`src/rtl/branch_resolver.sv`:
```
// rtl/branch_resolver.sv - ALU flag capture, conditional branch resolution, redirect and flush sequencing
module branch_resolver #(
  parameter int ADDR_WIDTH   = 16,
  parameter int FLUSH_CYCLES = 2,
  parameter int COUNT_WIDTH  = 16
) (
  input  logic                   clk,
  input  logic                   reset,
  input  logic                   flag_we,
  input  logic                   zero_in,
  input  logic                   less_in,
  input  logic                   greater_in,
  input  logic                   branch_valid,
  input  logic [2:0]             branch_cond,
  input  logic [ADDR_WIDTH-1:0]  branch_target,
  output logic [2:0]             flags_q,
  output logic                   resolved,
  output logic                   taken,
  output logic [ADDR_WIDTH-1:0]  redirect_pc,
  output logic                   flush,
  output logic [COUNT_WIDTH-1:0] taken_count
);

  typedef enum logic {IDLE, FLUSH} state_t;

  localparam logic [3:0] FLUSH_LOAD = 4'(FLUSH_CYCLES - 1);

  state_t     state_q;
  logic [3:0] flush_cnt_q;
  logic [2:0] eff_flags;
  logic       cond_true;

  // A compare issued alongside the branch is forwarded so the branch sees fresh flags.
  always_comb begin
    eff_flags = (flag_we && branch_valid) ? {zero_in, less_in, greater_in} : flags_q;
    cond_true = 1'b0;
    case (branch_cond)
      3'd0:    cond_true = 1'b1;
      3'd1:    cond_true = eff_flags[2];
      3'd2:    cond_true = !eff_flags[2];
      3'd3:    cond_true = eff_flags[1];
      3'd4:    cond_true = eff_flags[1] | eff_flags[2];
      3'd5:    cond_true = eff_flags[0];
      3'd6:    cond_true = eff_flags[0] | eff_flags[2];
      default: cond_true = 1'b0;
    endcase
  end

  always_ff @(posedge clk) begin
    if (reset) begin
      state_q     <= IDLE;
      flush_cnt_q <= 4'd0;
      flags_q     <= 3'b000;
      resolved    <= 1'b0;
      taken       <= 1'b0;
      redirect_pc <= '0;
      flush       <= 1'b0;
      taken_count <= '0;
    end else begin
      resolved <= 1'b0;
      taken    <= 1'b0;
      case (state_q)
        IDLE: begin
          flush <= 1'b0;
          if (flag_we) flags_q <= {zero_in, less_in, greater_in};
          if (branch_valid) begin
            resolved <= 1'b1;
            if (cond_true) begin
              taken       <= 1'b1;
              redirect_pc <= branch_target;
              flush       <= 1'b1;
              if (taken_count != '1) taken_count <= taken_count + COUNT_WIDTH'(1);
              if (FLUSH_CYCLES > 1) begin
                state_q     <= FLUSH;
                flush_cnt_q <= FLUSH_LOAD;
              end
            end
          end
        end
        FLUSH: begin
          // Squashed instructions neither update flags nor resolve here.
          if (flush_cnt_q != 4'd0) begin
            flush_cnt_q <= flush_cnt_q - 4'd1;
          end else begin
            flush   <= 1'b0;
            state_q <= IDLE;
          end
        end
        default: state_q <= IDLE;
      endcase
    end
  end

endmodule
```
`config.mk`:
```
export PLATFORM = sky130hd
export DESIGN_NAME = branch_resolver
export DESIGN_NICKNAME = d
export VERILOG_FILES = /design/src/rtl/branch_resolver.sv
export SDC_FILE = /design/constraint.sdc
export NUM_CORES = 1
export LEC_CHECK = 0
export ABC_CLOCK_PERIOD_IN_PS = 2200
export CAP_MARGIN = 20
export CORE_MARGIN = 2
export CORE_UTILIZATION = 36
export DETAILED_ROUTE_END_ITERATION = 8
export PLACE_DENSITY = 0.65
export SLEW_MARGIN = 20
export SYNTH_ARGS = -nofsm -noshare
export SYNTH_HDL_FRONTEND = slang
export SYNTH_SLANG_ARGS = --single-unit
```
`constraint.sdc`:
```
create_clock -name clk -period 2.2 [get_ports clk]
set_input_delay 0.44 -clock clk [delete_from_list [all_inputs] [get_ports clk]]
set_output_delay 0.44 -clock clk [all_outputs]
set_load 0.01 [all_outputs]
```
**Yosys cells after proc, flatten, opt, wreduce, memory -nomap -nowiden**

Index checks and enable logic that the tools add are counted.

- Register bits: 43
- Output and inout port bits: 38
- Logic and storage cells: 46

- Add/sub/neg operators: 2
- Equality and inequality tests: 11
- Mux-type cells: 13
- Bitwise logic cells: 3
- Reduce and logical (&&, ||, !) cells: 9

Operator list:

| kind | number |
|---|---|
| 16-bit by 1-bit adder with 16-bit output (second input constant) | 1 |
| 16-bit != test (second input constant) | 1 |
| 4-bit two-way mux | 3 |
| 3-bit == test (second input constant) | 3 |
| 4-bit one-hot mux with 2 select lines | 1 |
| 1-bit one-hot mux with 7 select lines | 1 |
| 3-bit by 2-bit == test with 1-bit output (second input constant) | 2 |
| 2-bit != test (second input constant) | 3 |
| 3-bit AND reduction | 2 |
| 1-bit two-way mux | 5 |
| 1-bit one-hot mux with 2 select lines | 2 |
| 4-bit AND reduction | 1 |
| 4-bit nonzero test | 1 |
| 4-bit by 1-bit subtractor with 4-bit output (second input constant) | 1 |
| 3-bit by 1-bit == test with 1-bit output (second input constant) | 1 |
| 3-bit logical NOT | 1 |
| 3-bit two-way mux | 1 |
| 2-bit by 1-bit != test with 1-bit output (second input constant) | 1 |
| 1-bit bitwise OR | 2 |
| 2-bit AND reduction | 1 |
| 2-bit OR reduction | 1 |
| 1-bit logical AND | 1 |
| 1-bit logical NOT | 1 |
| 1-bit inverter | 1 |

**Depth between registers and ports, before layout**

Gate-level depths: netlist (run 1).

- Depth in word-level cells: 7
- Gate-level depth with buffers: 9

**Least setup slack after synthesis (run 1)**

No wires, ideal clock.

- Path kind: reg2reg
- Start point: reg taken_count[0]
- End point: reg taken_count[13]
- Library setup time: 71 ps
- Arrival: 1945 ps
- Data required time: 2129 ps
- Path slack: 185 ps
- Cell stages (with the launch flop): 9
- Buffers on the path: 1
- Path through: dfxtp_1 ha_1 and3_1 and3_1 buf_2 a311oi_2 nand3_1 or3_1 a21oi_1

- Word-level cells in the longest chain between the ends: 2
- Elaborated cells between the ends (all ways): 3
- Those cells by class: add/sub: 1; eq/ne: 1; reduce/logical: 1

Ends and longest elaborated chain:

| what | RTL line | text |
|---|---|---|
| start: declaration | 21 | `output logic [COUNT_WIDTH-1:0] taken_count` |
| start signal: assignment | 72 | `if (taken_count != '1) taken_count <= taken_count + COUNT_WIDTH'(1);` |
| branches (longest 2 deep; another with 16-bit by 1-bit adder with 16-bit output) | -- |  |

Parallel ways; which one is timed is not known.
A chain may end at the register's enable or synchronous reset.

**Final worst setup path (run 1)**

- Start point: in zero_in
- End point: reg taken_count[13]

- Word-level cells in the longest chain between the ends: 4
- Elaborated cells between the ends (all ways): 6
- Those cells by class: mux: 2; bitwise: 2; reduce/logical: 2

Ends and longest elaborated chain:

| what | RTL line | text |
|---|---|---|
| start: declaration | 10 | `input logic zero_in,` |
| 3-bit two-way mux (*) | 35 | `eff_flags = (flag_we && branch_valid) ? {zero_in, less_in, greater_in} : flags_q;` |
| 1-bit bitwise OR, or another cell as far along | 44 | `3'd6: cond_true = eff_flags[0] \| eff_flags[2];` |
| 1-bit one-hot mux with 7 select lines (*) | 37 | `case (branch_cond)` |
| 4-bit AND reduction (no source line) (*) | -- |  |

Every way passes the cells marked *; elsewhere a longest branch is shown, timed or not.

==> results of run 1 <==
synth_stat cells (2+ instances only):
| cell type | instances | area (um2) |
|---|---|---|
| nor3_1 | 3 | 15.0 |
| mux2i_1 | 3 | 30.0 |
| nand2b_1 | 4 | 25.0 |
| inv_1 | 2 | 7.51 |
| buf_2 | 4 | 20.0 |
| nand2_1 | 41 | 154 |
| ha_1 | 2 | 25.0 |
| or3_1 | 10 | 62.6 |
| o21ai_0 | 6 | 30.0 |
| nor2_1 | 14 | 52.6 |
| a21oi_1 | 31 | 155 |
| buf_4 | 2 | 15.0 |
| clkbuf_1 | 6 | 22.5 |
| nand4_1 | 5 | 31.3 |
| o21ai_1 | 6 | 30.0 |
| nand3_1 | 8 | 40.0 |
| a31oi_1 | 2 | 12.5 |
| and2_1 | 4 | 25.0 |
| nor2b_1 | 3 | 18.8 |
| a211oi_1 | 3 | 22.5 |
| dfxtp_1 | 43 | 861 |
| nor4_1 | 2 | 12.5 |
| mux2_1 | 2 | 22.5 |
| a21bo_1 | 2 | 20.0 |
| and3_1 | 4 | 25.0 |
logic make-up after synthesis:
group / after synthesis
XOR/XNOR: 2
AND/OR/NAND/NOR: 104
adder cells (fa/ha/maj): 2
flip-flops: 43
buffers and inverters: 15
multiplexers: 7
AO/OA/AOI/OAI: 57
how the worst max path moves through the flow:
stage / start / endpoint / slack, ns / cells past startpoint
2_1_floorplan: taken_count[0] / taken_count[13] / 0.18 / 8
3_3_place_gp: branch_valid / taken_count[9] / -0.35 / 7
3_5_place_dp: flag_we / taken_count[9] / -0.38 / 7
4_1_cts: zero_in / taken_count[9] / 0.07 / 7
5_1_grt: zero_in / taken_count[12] / 0.004 / 8
6_report: zero_in / taken_count[13] / 0.09 / 8
area by class of cell:
| cell class | instances | area, um2 | share of cell area |
|---|---|---|---|
| Clock inverter | 1 | 5.00 | 0.00175 |
| Multi-Input combinational cell | 172 | 1020 | 0.358 |
| Sequential cell | 43 | 861 | 0.302 |
| Inverter | 2 | 7.51 | 0.00263 |
| Tap cell | 70 | 87.6 | 0.0307 |
| Timing Repair Buffer | 82 | 796 | 0.279 |
| Clock buffer | 7 | 76.3 | 0.0267 |
power by group:
part | switching (mW) | leakage, nW | internal, mW
registers | 0.0200 | 0.349 | 0.812
clock network | 0.264 | 0.0422 | 0.223
logic | 0.139 | 0.634 | 0.169
metrics by stage:
stage,setup slack (ns),hold WS (ns),power [mW],instances,setup TNS (ns)
CTS,0.0693,0.455,1.65,375,0
detailed placement,-0.376,0.445,1.15,367,-12.27
global route,0.00386,0.471,1.73,377,0
floorplan,0.185,0.466,0.988,230,0
global placement,-0.346,0.437,1.15,367,-11.16
finish,0.0889,0.451,1.63,377,0
registers in the layout, summed over array words and instances (netlist names):
name,flops
flags_q,3
flush,1
flush_cnt_q,4
redirect_pc,16
resolved,1
state_q,1
taken,1
taken_count,16
worst max-delay path: cells and delay by family:
family | cells | cell delay [ns]
AO/OA/AOI/OAI | 3 | 0.61
buffers and inverters | 2 | 0.71
AND/OR/NAND/NOR | 3 | 0.57
layer usage:
| metal | wire (um) | GRT usage | up-vias |
|---|---|---|---|
| met5 | 0 | 0 | - |
| met2 | 2010 | 0.239 | 53 |
| met3 | 329 | 0.0640 | 4 |
| li1 | - | - | 973 |
| met4 | 63 | 0.0589 | 0 |
| met1 | 2170 | 0.211 | 823 |
timing repair:
item	4_1_cts	5_1_grt
setup buffers	0	2
endpoints found under the setup margin	33	9
gates resized for setup	2	1
pin swaps	1	1
==> summary by stage, run 1 <==
Timing
The final max-slew violation count came to 0. The number of hold violations in the final report is 0. The final worst-path cycle share is 0.960. Setup repair after global routing left no endpoint under its margin. The transition time at the pin with the least slew margin is 0.393 ns. The setup skew after layout is 0.00971 ns. The achievable clock frequency is 474 MHz. Counting I/O delays and the setup requirement, the final critical path takes 2.11 ns. The worst max-slew margin expressed relative to the limit is 0.738. Setup violations remaining at the end of the flow were counted as 0.

Logic synthesis
In this run, synthesis inferred 0 flip-flops with an integrated enable. The synthesized netlist occupies a cell area of 1940 um2. The share of the synthesized netlist area taken by xor and xnor gates is 0.00901.

The net count after synthesis is 258. For this run, asynchronously set or reset flops after synthesis account for 0. The synthesized-area fraction occupied by ao, oa, aoi and oai cells is 0.187. Synthesis produced a netlist whose cell count is 230. The primary flip-flop cell chosen by synthesis mapping is dfxtp_1. After synthesis, the mean cell area works out to 8.45 um2. Counting flops and latches in the post-synthesis netlist gives 43. The count of unique library cells instantiated by Yosys is 43. The fraction of the yosys area taken by sequential cells is 0.443. The number of warning messages in the yosys log is 0. Of the total synthesized cell area, the portion taken by AND, OR, NAND and NOR gates is 0.269. After synthesis, the largest family of logic cells by area is simple AND/OR/NAND/NOR gates.

The multiplexer fraction of the synthesized cell area is 0.0405. The adder and majority cell fraction of the synthesized area is 0.0129.

Worst setup path
The cell at the slowest stage of the critical path is clkdlybuf4s50_1. Walking the worst path, the cells encountered are clkdlybuf4s50_1 > nand3_2 > nand3_1 > a32oi_2 > o31a_4 > buf_4 > or3_1 > a21oi_1. STA puts the critical path data arrival time at 2.35 ns. In this run the worst path has a maximum fanout of 13.

The worst setup path is captured at a register. The worst setup path is of the input pin to register kind. In this run the critical register-to-register path is captured at taken_count[13]. The number of cell instances on the worst register-to-register path is 7. The worst setup path is launched from an input pin. STA puts the critical path data required time at 2.44 ns. The highest cell delay on the worst timing path is 0.53 ns. For flop-to-flop paths, the worst setup slack is 0.14 ns. The startpoint identified for the worst register-to-register timing path is taken_count[1].

GRT
In the global route stage, overall resource usage came out at 0.161. Entering global routing, the biggest net connects 49 pins. The first global-routing pass estimated 7790 um of wire. The via count of the first global-routing pass was 1679. The initial antenna violation count is 0.

The aggregate global routing overflow is 0.

Cells and area
Compared with the post-synthesis result, the final layout area differs by 46.8%. The library cell used most frequently in the layout, excluding fill and tap cells, is clkdlybuf4s50_1. After the last flow step, the layout net total stands at 334. The final design area excluding fillers is 2850 um2. The library cells used most frequently in the layout, excluding fill and tap cells, are 61 x clkdlybuf4s50_1, 43 x dfxtp_1, 41 x nand2_1, 31 x a21oi_1, 17 x buf_4.

Once layout is complete, the utilization of the core stands at 0.552. The fill cell instance count of the final layout is 487. The number of antenna diodes in the final layout is 0. The ratio of cells with drive above 1 in the final layout is 0.117.

Status
The run finished with clean final reports.

Flow run
The number of maximum-capacitance constraint violations is 0.

Placement
The placer's final routability congestion estimate is 0.747. The post-DP HPWL is 3150 um. The post-placement cell area is 2760 um2.

The count of buffers added on input and output ports is 63.

Clock tree
The cell chosen for the clock root is clkbuf_8. TritonCTS built the clock tree. The total of hold buffers inserted after clock tree synthesis is 0. CTS built an H-tree with a depth of 2. The later pin in the worst-skew pair is clocked with a latency of 0.30 ns.

The TritonCTS sink count is 43. The clock passes through at most 2 buffers. The number of clock buffers inserted by TritonCTS is 5. The clock-pin transition on the worst setup and hold timing paths is 0.08 ns.

Drt
The residual DRC count is 0. After detailed routing, the average wire length per cell comes to 12.1 um. The via count of the routed design is 1853.

The remaining antenna violation count is 0. The first routing iteration left 78 violations. The number of vias per cell is 4.92. The final routed wirelength across all metal layers is 4570 um. The pre-antenna-repair detailed-routing pass consisted of 4 iterations.

Min path
In this run the most critical hold path is launched from redirect_pc[8]. The classification of the worst-slack hold path is register to register. The worst hold path was traced through 2 stages. The terminating pin of the worst hold path is redirect_pc[8].

Floorplan
The floorplan step set the die width to 77.5 um. The number of rows in the core area is 26. The die is 77.5 um tall. The floorplan step defined a core boundary enclosing 5170 um2. The number of top-level pins is 64.

The die covers 6000 um2. The effective utilization at floorplan is 0.376.

Power
Across the VDD grid, the largest voltage drop is 0.299 mV. Power spread over the standard cell area amounts to 570 nW/um2. The leakage power is 1.03 nW.
Note: power is estimated with default switching activity, not from simulation.
==> run 2, diff against run 1 <==
--- a/config.mk
+++ b/config.mk
@@ -8,9 +8,10 @@
 export ABC_CLOCK_PERIOD_IN_PS = 2200
 export CAP_MARGIN = 20
 export CORE_MARGIN = 2
-export CORE_UTILIZATION = 36
+export CORE_UTILIZATION = 45
 export DETAILED_ROUTE_END_ITERATION = 8
-export PLACE_DENSITY = 0.65
+export MAX_ROUTING_LAYER = met4
+export PLACE_DENSITY = 0.79
 export SLEW_MARGIN = 20
 export SYNTH_ARGS = -nofsm -noshare
 export SYNTH_HDL_FRONTEND = slang
==> summary by stage, run 2 (synthesis results as in run 1) <==
Worst setup path
The biggest fanout along the worst timing path is 10 (-3). The most numerous cell type found on the critical path is nand3_1. The critical path goes through clkdlybuf4s50_1 > nand3_1 > nand3_1 > a32oi_2 > o31a_4 > buf_4 > or3_1 > a21oi_1. The data required time of the critical path is 2.43 ns (about the same).

The critical path capture point type is a register. The type of the worst setup path is input pin to register. The worst setup path is launched from an input pin. The worst path arrival time is 2.33 ns (-0.02 ns). The cell at the slowest stage of the critical path is clkdlybuf4s50_1. The highest cell delay on the worst timing path is 0.50 ns (-0.03 ns).

Placement
The count of buffers from port buffering is 63 (unchanged). The post-DP HPWL came to 3220 um (+2.1%). The placer's final routability congestion estimate is 0.808 (+8.2%). The total placed cells including tap cells is 345 (-6.0%).

Floorplan
The effective utilization at floorplan is 0.476 (+0.0999). The die width is 69.7 um (-10%). The area of the die came to 4860 um2 (-19%). The number of rows in the core area was 23 (-12%). The placeable core area is 4090 um2 (-21%).

The number of top-level pins is 64 (unchanged). The die boundary height is 69.7 um (-10%).

Cells and area
The layout overhead on the synthesized area is 46.1%. The count of nets after finishing is 330 (-1.2%). The fill cell instance count of the final layout is 313 (-36%). The most common cell after layout, fill and taps aside is clkdlybuf4s50_1.

The total area of multi-input combinational cells is 1020 um2 (-0.12%). The number of antenna cells inserted is 0 (unchanged). The largest registers in the layout are redirect_pc (16), taken_count (16), flush_cnt_q (4). Leaving out fill and tap cells, the most frequent cells in the layout are 61 x clkdlybuf4s50_1, 43 x dfxtp_1, 41 x nand2_1, 30 x a21oi_1.

The area taken by flip-flops and latches came to 861 um2 (unchanged). The ratio of cells with drive above 1 in the final layout is 0.112 (-0.00505). The non-filler instance count after layout is 353 (-6.4%).

Power
The leakage power is 1.02 nW (-0.38%). The peak supply drop is 0.432 mV (+44%). The total power per unit cell area is 655 nW/um2 (+15%).

Timing
Setup repair after global routing left no endpoint under its margin. The setup skew after layout is 0.00605 ns (-0.00366 ns). The transition time at the pin with the least slew margin is 0.369 ns (-0.0245 ns). The worst max-slew margin expressed relative to the limit is 0.754 (+0.0158).

The final max-slew violation count is 0 (unchanged). The minimum clock period was 2.11 ns (-0.00347 ns). The worst hold margin is 0.453 ns (+0.00187 ns). The number of hold violations in the final report came to 0 (unchanged).

The final worst-path cycle share is 0.958 (-0.00158). The achievable clock frequency is 474 MHz (+0.16%). The setup violation total in the final timing report came to 0 (unchanged).

Clock tree
The clock latency on the worst-skew pair is 0.30 ns (about the same). The post-CTS setup buffer count is 0 (unchanged). TritonCTS built the clock tree. The total of hold buffers inserted after clock tree synthesis was 0 (unchanged). The clock-pin transition on the worst setup and hold timing paths was 0.09 ns (about the same). The buffer depth of the longest clock path is 2 (unchanged). The cell chosen for the clock root is clkbuf_8.

The TritonCTS sink count is 43 (unchanged). The number of clock buffers inserted by TritonCTS was 5 (unchanged). The count of H-tree levels built during CTS is 2 (unchanged).

Drt
The residual DRC count is 0 (unchanged). The final routed wirelength across all metal layers came to 4530 um (-0.90%). The remaining antenna violation count is 0 (unchanged). The number of optimization iterations in the first detailed-route pass was 4 (unchanged). The routed length per placed instance came to 12.8 um (+5.8%). The via count of the routed design is 1885 (+1.7%). The initial detailed-routing violation count is 83 (+6.4%).

The number of vias per cell came to 5.34 (+8.6%).

Status
The run finished with clean final reports.

GRT
The pin count of the biggest net entering global routing was 26 (-47%). The initial antenna violation count is 0 (unchanged). The global-route usage over all layers came to 0.199 (+0.0383).

The via count of the first global-routing pass came to 1743 (+3.8%). The aggregate global routing overflow is 0 (unchanged). The first-pass GRT wire length came to 7750 um (-0.54%).

Min path
The classification of the worst-slack hold path is register to register.

Flow run
The number of maximum-capacitance constraint violations is 0 (unchanged).
[run 2: cell types whose count changed in the layout (fill, tap and decap cells not counted), sizes merged]
cell      before  now
clkinv         1    0
buf           19   15
clkbuf         7    5
bufinv         0    2
clkinvlp       0    1
[run 2: per-layer routing]
| metal | vias to the layer above | GRT usage | part of all wire |
|---|---|---|---|
| met3 | 7 | 0.0509 | 0.047 |
| li1 | 961 | - | - |
| met4 | 0 | 0.0684 | 0.016 |
| met2 | 51 | 0.313 | 0.46 |
| met1 | 866 | 0.251 | 0.47 |
| met5 | - | - | 0 |
[run 2: what timing repair did]
item,in CTS,in global routing
endpoints found under the setup margin,12,1
resized for setup,2,1
hold endpoints to repair,0,0
[run 2: critical path, delay by kind of cell]
family	cells	cell delay [ns]
compound gates	3	0.60
simple gates	3	0.62
buf+inv	2	0.67
[run 2: power breakdown]
part | switching [mW] | leakage [nW] | internal (mW)
Clock | 0.280 | 0.0644 | 0.453
Sequential | 0.0207 | 0.349 | 0.812
Combinational | 0.137 | 0.608 | 0.159
Total | 0.438 | 1.02 | 1.42
[run 2: cell type report]
cell class,instances,area share
Tap cell,50,0.0220
Multi-Input combinational cell,172,0.359
Inverter,2,0.00264
Sequential cell,43,0.303
Clock inverter,3,0.0238
Timing Repair Buffer,78,0.265
Clock buffer,5,0.0242
[run 2: path summary, 6_finish.rpt]
path         slack [ns]              end  cells past startpoint      startpoint
max                0.09   taken_count[6]                      8         zero_in
min reg2reg        0.45   redirect_pc[5]                      2  redirect_pc[5]
min                0.45   redirect_pc[5]                      2  redirect_pc[5]
max reg2reg        0.15  taken_count[15]                      7  taken_count[1]
[run 2: stage by stage]
step	setup WS, ns	util	instance area (um2)	power, mW	TNS (ns)
floorplan	0.185	-	1940	0.988	0
detailed placement	-0.401	0.661	2700	1.15	-9.89
CTS	0.0936	0.694	2840	1.87	0
global placement	-0.329	0.661	2700	1.14	-7.48
global route	0.00519	0.695	2840	1.95	0
finish	0.0923	0.695	2840	1.86	0
==> run 3, diff against run 2 <==
--- a/config.mk
+++ b/config.mk
@@ -7,8 +7,10 @@
 export LEC_CHECK = 0
 export ABC_CLOCK_PERIOD_IN_PS = 2200
 export CAP_MARGIN = 20
+export CORE_ASPECT_RATIO = 0.75
 export CORE_MARGIN = 2
 export CORE_UTILIZATION = 45
+export CTS_CLUSTER_SIZE = 14
 export DETAILED_ROUTE_END_ITERATION = 8
 export MAX_ROUTING_LAYER = met4
 export PLACE_DENSITY = 0.79
==> summary by stage, run 3 (synthesis results as in run 1) <==
Status
The flow ran to the end, and the final reports show no timing, DRC or antenna violations.

GRT
The via count of the first global-routing pass came to 1772 (+1.7%). The initial antenna violation count is 0 (unchanged). The pin count of the biggest net entering global routing is 23 (-12%). The global-route usage over all layers came to 0.223 (+0.0231). The aggregate global routing overflow was 0 (unchanged).

The first-pass GRT wire length is 8110 um (+4.7%).

Timing
The transition time at the pin with the least slew margin is 0.471 ns (+0.103 ns). The number of hold violations in the final report was 0 (unchanged). The achievable clock frequency is 472 MHz (-0.58%).

The setup skew after layout was 0.00507 ns (-0.000976 ns). The minimum clock period came to 2.12 ns (+0.0123 ns). The setup violation total in the final timing report is 0 (unchanged).

Setup repair after global routing could not meet its margin everywhere. The final worst-path cycle share is 0.964 (+0.00560). The worst max-slew margin expressed relative to the limit came to 0.685 (-0.0689).

The final max-slew violation count is 0 (unchanged). The worst hold margin is 0.454 ns (+0.00101 ns). The final worst setup slack was 0.0800 ns (-0.0123 ns). The setup TNS is 0 ns (unchanged).

Drt
The initial detailed-routing violation count is 56 (-33%). The number of vias per cell is 5.15 (-3.5%). The number of optimization iterations in the first detailed-route pass was 4 (unchanged). The routed length per placed instance was 13.1 um (+2.3%). The final routed wirelength across all metal layers is 4790 um (+5.8%). The residual DRC count is 0 (unchanged). The remaining antenna violation count was 0 (unchanged). The via count of the routed design is 1881 (-0.21%).

Floorplan
The die boundary height is 60.9 um (-13%). The placeable core area is 4100 um2 (+0.43%). The effective utilization at floorplan was 0.474 (-0.00203). The number of rows in the core area is 20 (-13%). The die width was 79.9 um (+15%). The area of the die is 4870 um2 (+0.12%). The number of top-level pins came to 64 (unchanged).

Worst setup path
The startpoint identified for the worst register-to-register timing path is taken_count[1]. The data required time of the critical path is 2.44 ns (about the same). The worst path arrival time is 2.36 ns (+0.03 ns). The worst setup path is launched from a register. The biggest fanout along the worst timing path was 6 (-4). The type of the worst setup path is register to register. In this run the worst setup path begins at taken_count[1]. The critical path capture point type is a register.

Clock tree
The buffer depth of the longest clock path was 2 (unchanged). The clock-pin transition on the worst setup and hold timing paths is 0.09 ns (about the same). The clock tree from TritonCTS is yes. The count of H-tree levels built during CTS is 2 (unchanged).

The number of clock buffers inserted by TritonCTS is 5 (unchanged). CTS placed an instance of clkbuf_8 at the clock tree root. The clock latency on the worst-skew pair is 0.31 ns (about the same).

The TritonCTS sink count came to 43 (unchanged). The total of hold buffers inserted after clock tree synthesis is 0 (unchanged).

Placement
The post-DP HPWL was 3420 um (+6.2%). The total placed cells including tap cells is 356 (+3.2%). The count of buffers from port buffering is 63 (unchanged).

The worst-case setup slack after placement is -0.403 ns (-0.00208 ns). The placer's final routability congestion estimate is 0.804 (-0.45%).

Power
The portion of total power attributed to combinational logic is 0.174 (+0.015). The internal portion of total power was 1.33 mW (-6.8%). The net load switching power was 0.464 mW (+6.0%). The switching power as a share of total power is 0.259 (+0.0239).

The leakage power is 1.08 nW (+5.2%). The post-layout total power came to 1.79 mW (-3.8%). The clock share of power is 0.361 (-0.033). The total power per unit cell area is 618 nW/um2 (-5.7%). The sequential power share is 0.466 (+0.019). The peak supply drop is 0.414 mV (-4.0%).

Min path
In this run the most critical hold path is launched from redirect_pc[1]. The worst hold path belongs to the class register to register.

Cells and area
The ratio of cells with drive above 1 in the final layout is 0.132 (+0.0200). Leaving out fill and tap cells, the most frequent cell in the layout is clkdlybuf4s50_1. In the final layout, the registers with the most flip-flops are redirect_pc (16), taken_count (16), flush_cnt_q (4).

Leaving out fill and tap cells, the most frequent cells in the layout are 59 x clkdlybuf4s50_1, 43 x dfxtp_1, 41 x nand2_1, 31 x a21oi_1, 20 x buf_4. The fill cell instance count of the final layout is 333 (+6.4%). Relative to the synthesized area, the layout overhead comes to 49.0%. The non-filler instance count after layout is 365 (+3.4%).

The count of nets after finishing is 337 (+2.1%). The number of antenna cells inserted came to 0 (unchanged).

Flow run
The number of maximum-capacitance constraint violations is 0 (unchanged).
run 3: what timing repair did:
item                                    CTS  global route
buffers inserted                          0             1
resized for setup                         2             4
endpoints found under the setup margin   12            13
pin swaps                                 0             1
run 3: per-stage QoR:
| step | cell area, um2 | utilization |
|---|---|---|
| after floorplan | 1940 | - |
| after global placement | 2770 | 0.674 |
| after detailed placement | 2770 | 0.674 |
| after CTS | 2880 | 0.702 |
| after global routing | 2900 | 0.706 |
| final | 2900 | 0.706 |
run 3: worst paths after layout:
check	to	slack, ns	cells after the start
worst min register to register	redirect_pc[1]	0.45	2
worst min-delay path	redirect_pc[1]	0.45	2
worst max register to register	taken_count[15]	0.08	7
worst max-delay path	taken_count[15]	0.08	7
run 3: final cells by class:
| type | count | area, um2 | area share |
|---|---|---|---|
| Inverter | 2 | 7.51 | 0.00259 |
| Tap cell | 55 | 68.8 | 0.0237 |
| Sequential cell | 43 | 861 | 0.297 |
| Timing Repair Buffer | 85 | 823 | 0.284 |
| Multi-Input combinational cell | 172 | 1020 | 0.352 |
| Clock buffer | 5 | 68.8 | 0.0237 |
| Clock inverter | 3 | 47.5 | 0.0164 |
run 3: per-layer routing:
| metal | global-route usage | vias to the layer above | share of wire |
|---|---|---|---|
| met5 | - | - | 0 |
| met4 | 0.0751 | 0 | 0.012 |
| met3 | 0.0833 | 6 | 0.082 |
| met2 | 0.319 | 54 | 0.42 |
| met1 | 0.290 | 849 | 0.48 |
| li1 | - | 972 | - |
run 3: worst max-delay path, stage by stage (launching register included):
cell	delay [ns]
dfxtp_1	0.36
ha_1	0.21
and3_1	0.20
and3_1	0.26
a311oi_2	0.38
nand3_1	0.17
or3_1	0.33
a21oi_1	0.14
run 3: power by group through the flow:
stage | Clock [mW] | Combinational (mW) | Sequential, mW
final | 0.646 | 0.311 | 0.834
after global routing | 0.685 | 0.342 | 0.839
after CTS | 0.660 | 0.313 | 0.834
after detailed placement | 0 | 0.311 | 0.851
after global placement | 0 | 0.307 | 0.850
after floorplan | 0 | 0.125 | 0.863
